**src/rtl/prog_ram.sv**
```systemverilog
// prog_ram: single-port program RAM with CPU access and a streaming program loader.
// Ports:
//   clk, rst_n            - rising-edge clock, asynchronous active-low reset
//   din, addr, we, re     - CPU write data, address, write and read enables
//   dout, dout_valid      - registered CPU read data and its one-cycle valid flag
//   cpu_stall             - high while the loader owns the memory (CPU accesses dropped)
//   ld_start, ld_base,    - loader start pulse, first address and word count
//   ld_len                  (base and count are sampled on an accepted start)
//   ld_data, ld_valid     - loader word stream
//   ld_ready, ld_busy,    - loader handshake, load-in-progress, completion pulse
//   ld_done
module prog_ram #(
  parameter int unsigned DATA_W  = 16,
  parameter int unsigned ADDR_W  = 8,
  parameter int unsigned WR_MODE = 0
) (
  input  logic              clk,
  input  logic              rst_n,
  input  logic [DATA_W-1:0] din,
  input  logic [ADDR_W-1:0] addr,
  input  logic              we,
  input  logic              re,
  output logic [DATA_W-1:0] dout,
  output logic              dout_valid,
  output logic              cpu_stall,
  input  logic              ld_start,
  input  logic [ADDR_W-1:0] ld_base,
  input  logic [ADDR_W:0]   ld_len,
  input  logic [DATA_W-1:0] ld_data,
  input  logic              ld_valid,
  output logic              ld_ready,
  output logic              ld_busy,
  output logic              ld_done
);

  localparam int unsigned DEPTH = 1 << ADDR_W;
  localparam int unsigned REM_W = ADDR_W + 1;

  typedef enum logic [1:0] {
    IDLE = 2'd0,
    LOAD = 2'd1,
    DONE = 2'd2
  } state_t;

  state_t             state;
  logic [ADDR_W-1:0]  ptr;
  logic [REM_W-1:0]   remaining;
  logic [DATA_W-1:0]  mem [DEPTH];

  logic               cpu_rd_c;
  logic               cpu_wr_c;
  logic               ld_wr_c;
  logic               mem_wr_c;
  logic [ADDR_W-1:0]  wr_addr_c;
  logic [DATA_W-1:0]  wr_data_c;
  logic [REM_W-1:0]   len_clamped_c;

  // CPU is locked out whenever the loader is not idle; loader writes only in LOAD,
  // so the two write sources never collide on the single write port.
  always_comb begin
    cpu_rd_c      = re & ~cpu_stall;
    cpu_wr_c      = we & ~cpu_stall;
    ld_wr_c       = (state == LOAD) & ld_valid;
    mem_wr_c      = cpu_wr_c | ld_wr_c;
    wr_addr_c     = ld_wr_c ? ptr : addr;
    wr_data_c     = ld_wr_c ? ld_data : din;
    len_clamped_c = (ld_len > REM_W'(DEPTH)) ? REM_W'(DEPTH) : ld_len;
  end

  // Storage array; deliberately not reset so loaded code survives a reset.
  always_ff @(posedge clk) begin
    if (mem_wr_c) begin
      mem[wr_addr_c] <= wr_data_c;
    end
  end

  // Registered read port; write-first mode forwards din on a same-cycle write.
  always_ff @(posedge clk or negedge rst_n) begin
    if (!rst_n) begin
      dout       <= '0;
      dout_valid <= 1'b0;
    end else begin
      dout_valid <= cpu_rd_c;
      if (cpu_rd_c) begin
        dout <= ((WR_MODE == 1) && cpu_wr_c) ? din : mem[addr];
      end
    end
  end

  // Loader FSM; status outputs are registered alongside the state they decode.
  always_ff @(posedge clk or negedge rst_n) begin
    if (!rst_n) begin
      state     <= IDLE;
      ptr       <= '0;
      remaining <= '0;
      ld_ready  <= 1'b0;
      ld_busy   <= 1'b0;
      ld_done   <= 1'b0;
      cpu_stall <= 1'b0;
    end else begin
      case (state)
        IDLE: begin
          if (ld_start) begin
            ptr       <= ld_base;
            remaining <= len_clamped_c;
            ld_busy   <= 1'b1;
            cpu_stall <= 1'b1;
            if (ld_len == '0) begin
              // Empty load: report completion without touching memory.
              state    <= DONE;
              ld_ready <= 1'b0;
              ld_done  <= 1'b1;
            end else begin
              state    <= LOAD;
              ld_ready <= 1'b1;
              ld_done  <= 1'b0;
            end
          end
        end
        LOAD: begin
          if (ld_valid) begin
            ptr       <= ptr + ADDR_W'(1);
            remaining <= remaining - REM_W'(1);
            if (remaining == REM_W'(1)) begin
              state    <= DONE;
              ld_ready <= 1'b0;
              ld_done  <= 1'b1;
            end
          end
        end
        DONE: begin
          state     <= IDLE;
          ld_ready  <= 1'b0;
          ld_done   <= 1'b0;
          ld_busy   <= 1'b0;
          cpu_stall <= 1'b0;
        end
        default: begin
          state     <= IDLE;
          ld_ready  <= 1'b0;
          ld_done   <= 1'b0;
          ld_busy   <= 1'b0;
          cpu_stall <= 1'b0;
        end
      endcase
    end
  end

endmodule
```
**config.mk**
```make
export PLATFORM = sky130hd
export DESIGN_NAME = prog_ram
export DESIGN_NICKNAME = d
export VERILOG_FILES = /design/src/rtl/prog_ram.sv
export SDC_FILE = /design/constraint.sdc
export NUM_CORES = 2
export LEC_CHECK = 0
export CAP_MARGIN = 20
export CORE_UTILIZATION = 39
export CTS_CLUSTER_DIAMETER = 200
export CTS_CLUSTER_SIZE = 8
export DETAILED_ROUTE_END_ITERATION = 8
export PLACE_DENSITY = 0.52
export SLEW_MARGIN = 20
export SYNTH_ARGS = -nofsm -noshare
export SYNTH_HDL_FRONTEND = slang
export SYNTH_SLANG_ARGS = --single-unit
```
**constraint.sdc**
```tcl
create_clock -name clk -period 15.2 [get_ports clk]
set_input_delay 2.28 -clock clk [delete_from_list [all_inputs] [get_ports clk]]
set_output_delay 2.28 -clock clk [all_outputs]
set_load 0.05 [all_outputs]
```
==> results.txt <==
The run finished with clean final reports. Summing over every cut layer, the via total after detailed routing is 81500. The number of cell rows came out at 234. After clock tree synthesis, the clock-pin slew on the worst setup and hold paths is 0.05 ns. After technology mapping, the gate count stands at 7598.

The actual slew at the worst max-slew pin came out at 1.44 ns. Across every metal layer, demand over resource in global routing totals 23.2%. The logs give 83000 for the via count of the first global-routing pass and 58 for the count of distinct cell types in the synthesized netlist. The worst hold path passes through 2 cells.

Post-synthesis register bit count: 4133. The clock passes through at most 4 buffers. Once the floorplan was initialized, standard cells occupied 39.2% of the core. TritonCTS built the clock tree.

The synthesized net count came out at 7664. The tools report the initial antenna violation count as 37. Setup repair after global routing left no endpoint under its margin.

The required time at the worst-slack endpoint is 16.16 ns. Input and output buffers added on the ports amount to 83. Sorting the synthesized cells by area gives the leading types as edfxtp_1 77%, mux4_2 11%, mux2i_1 3.3%. STA classifies the critical path startpoint as an input port. From synthesis to final layout, the design area changed by 15.7%. The clock reaches the later pin of the worst-skew pair after 1.03 ns. The depth of the CTS H-tree came out at 6. The post-route core utilization is 45.4%, and the fraction of layout instances using a drive strength above 1 is 23.7%.

For the worst flop-to-flop path, the logic depth is 8. For this block, the initial DRC count from the detailed router was 9968. The maximum clock frequency was 149 MHz; the proportion of register bits with asynchronous set or reset after synthesis was 0.895%. The number of optimization iterations in the first detailed-route pass came out at 5. The critical path in this run is classified as input port to register. The largest driver fanout on the critical path was 64; the max-slew headroom at the worst pin was 4.17%.

Clock tree synthesis selected as its root buffer the cell clkbuf_16. The synthesized design contains 4096 enable-type register cells. The analysis attributes to cell leakage a power of 58.6 nW. Summed over all failing endpoints, the final setup total negative slack is 0 ns. Across the run, the number of max-cap violations was 0. A synthesized cell averages 21.0 sq um. The post-route minimum period came out at 6.69 ns. After clock tree synthesis, the flow added hold-fix buffers numbering 0. Type of destination of the critical path: a register.

The count of nets left with antenna violations once routing finished came out at 0. After clock tree synthesis, the setup repair step added 0 buffers. STA puts the critical path data arrival time at 7.65 ns.

For this run, the post-layout net count is 8301. Final hold analysis gives a worst-case slack of 0.499 ns. The total overflow left after global routing is 0.

The floorplan step set the die height to 641 um. Summing the sequential cell areas from Yosys gives 77.8% of the chip area. The mapped netlist covers 159000 sq um. The path class of the tightest hold or removal check is register to register.

For the final database, setup skew stands at 0.0404 ns. After clock tree synthesis, the repair step resized 0 gates. The run gives 588 as the number of buffers created by CTS.

The most used flip-flop cell after synthesis is edfxtp_1. After detailed routing, the average wire length per cell comes to 34.9 um. The pin count of the biggest net entering global routing was 204; the die extent in x was 641 um. The most frequent cell after synthesis is edfxtp_1. The area share of the leading cell type in the synthesized netlist was 77.2%; the number of failing setup endpoints in the final timing report was 0. The tools report the number of clock sinks seen by CTS as 4133. The run gives 0 as the final count of hold timing violations.

Number of pins exceeding their max-slew limit in the final report: 0. Detailed placement finished with a half-perimeter wire length of 289000 um. The die footprint came out at 411000 sq um. The congestion estimate from routability-driven global placement came to 0.831. After floorplanning, the core was sized to cover 406000 sq um. Library cell occupying the most area in the post-synthesis netlist: edfxtp_1. The cell area power density works out to 156 nW/um^2.

After detailed routing, the number of vias per cell comes to 5.90. Dividing the final minimum period by the clock period gives 44.0%. The run gives 28.8 mW as the post-layout total power.

Summed over all layers, the routed wires come to 482000 um. The total of warnings raised by yosys was 0. The worst-case IR drop observed on VDD is 0.000126 V. Counting instances in the post-synthesis netlist gives the leading cell types as 4096 x edfxtp_1, 771 x mux4_2, 525 x mux2i_1, 286 x nor2_1, 257 x a22oi_1. In this run the count of I/O pins placed on the die edge is 84. The first global-routing pass estimated 668000 um of wire. The post-detailed-route DRC marker count was 0.
worst paths after layout:
check,startpoint,to,slack (ns)
setup / recovery,addr[3],dout[12],8.51
max in group asynchronous,rst_n,remaining[5],13.00
setup reg to reg,ld_done,mem[66][0],9.77
min in group asynchronous,rst_n,dout_valid,1.40
hold / removal,remaining[1],remaining[1],0.50
hold reg to reg,remaining[1],remaining[1],0.50
logic make-up (layout without fill, tap and decap cells):
kind of cell	count (synthesis)	in the layout	synth area share, %
other	0	9	0
DFF	4133	4133	77.8
adders and majority gates	3	3	0.0236
buffers and inverters	474	1247	1.76
and+or+nand+nor	739	739	2.04
AOI/OAI and AO/OA	937	937	4.11
muxes	1312	1312	14.3
per-layer routing:
metal,share of wire (%),vias to the layer above,track usage [%]
met1,41,44200,32.1
met4,3.8,10,8.18
met5,0.013,-,0
met3,7.4,751,3.91
met2,48,3521,37.3
li1,-,33100,-
power breakdown:
group          total [mW]  internal [mW]  switching (mW)
Combinational        3.12          0.576            2.55
Sequential           14.0           13.8           0.148
Clock                11.8           7.08            4.68
flip-flops by register name, indices dropped and copies added (netlist names):
register    count
dout           16
dout_valid      1
ld_busy         1
ld_done         1
mem          4096
ptr             8
remaining       9
state           1
placed cells by master, fill, tap and decap left out, drive strengths merged, types with 69 or more instances in the layout:
| master | instances |
|---|---|
| buf | 436 |
| mux4 | 771 |
| nand3 | 93 |
| a21oi | 115 |
| clkbuf | 678 |
| edfxtp | 4096 |
| nor2 | 288 |
| a211oi | 119 |
| clkdlybuf4s50 | 75 |
| o21ai | 69 |
| nand2 | 219 |
| o22ai | 146 |
| a22oi | 257 |
| mux2i | 525 |
area by class of cell:
class / count / area [sq um]
clock buffers: 678 / 15300
diodes: 9 / 22.5
repair buffers: 511 / 4270
clock inverters: 48 / 798
inverters: 10 / 37.5
fillers: 34300 / 222000
multi-input cells: 2991 / 33200
flip-flops and latches: 4133 / 124000
well taps: 5428 / 6790
stage by stage:
stage	worst slack [ns]	cells	instance area (sq um)
after global routing	8.28	13800	184000
after CTS	8.65	13800	184000
after global placement	7.08	13100	168000
final	8.51	13800	184000
after detailed placement	7.53	13100	168000
after floorplan	7.81	7598	159000
worst max-delay path, cell delays in order:
cell and delay, ns:
buf_4 0.32, buf_4 0.59, buf_12 0.38, nand3b_1 0.83
buf_4 0.59, o22ai_1 0.28, a211oi_1 0.08, nand2_1 0.34
nand2_1 0.27, a211oi_1 1.04, a221o_1 0.28
(Power assumes the default switching activity.)
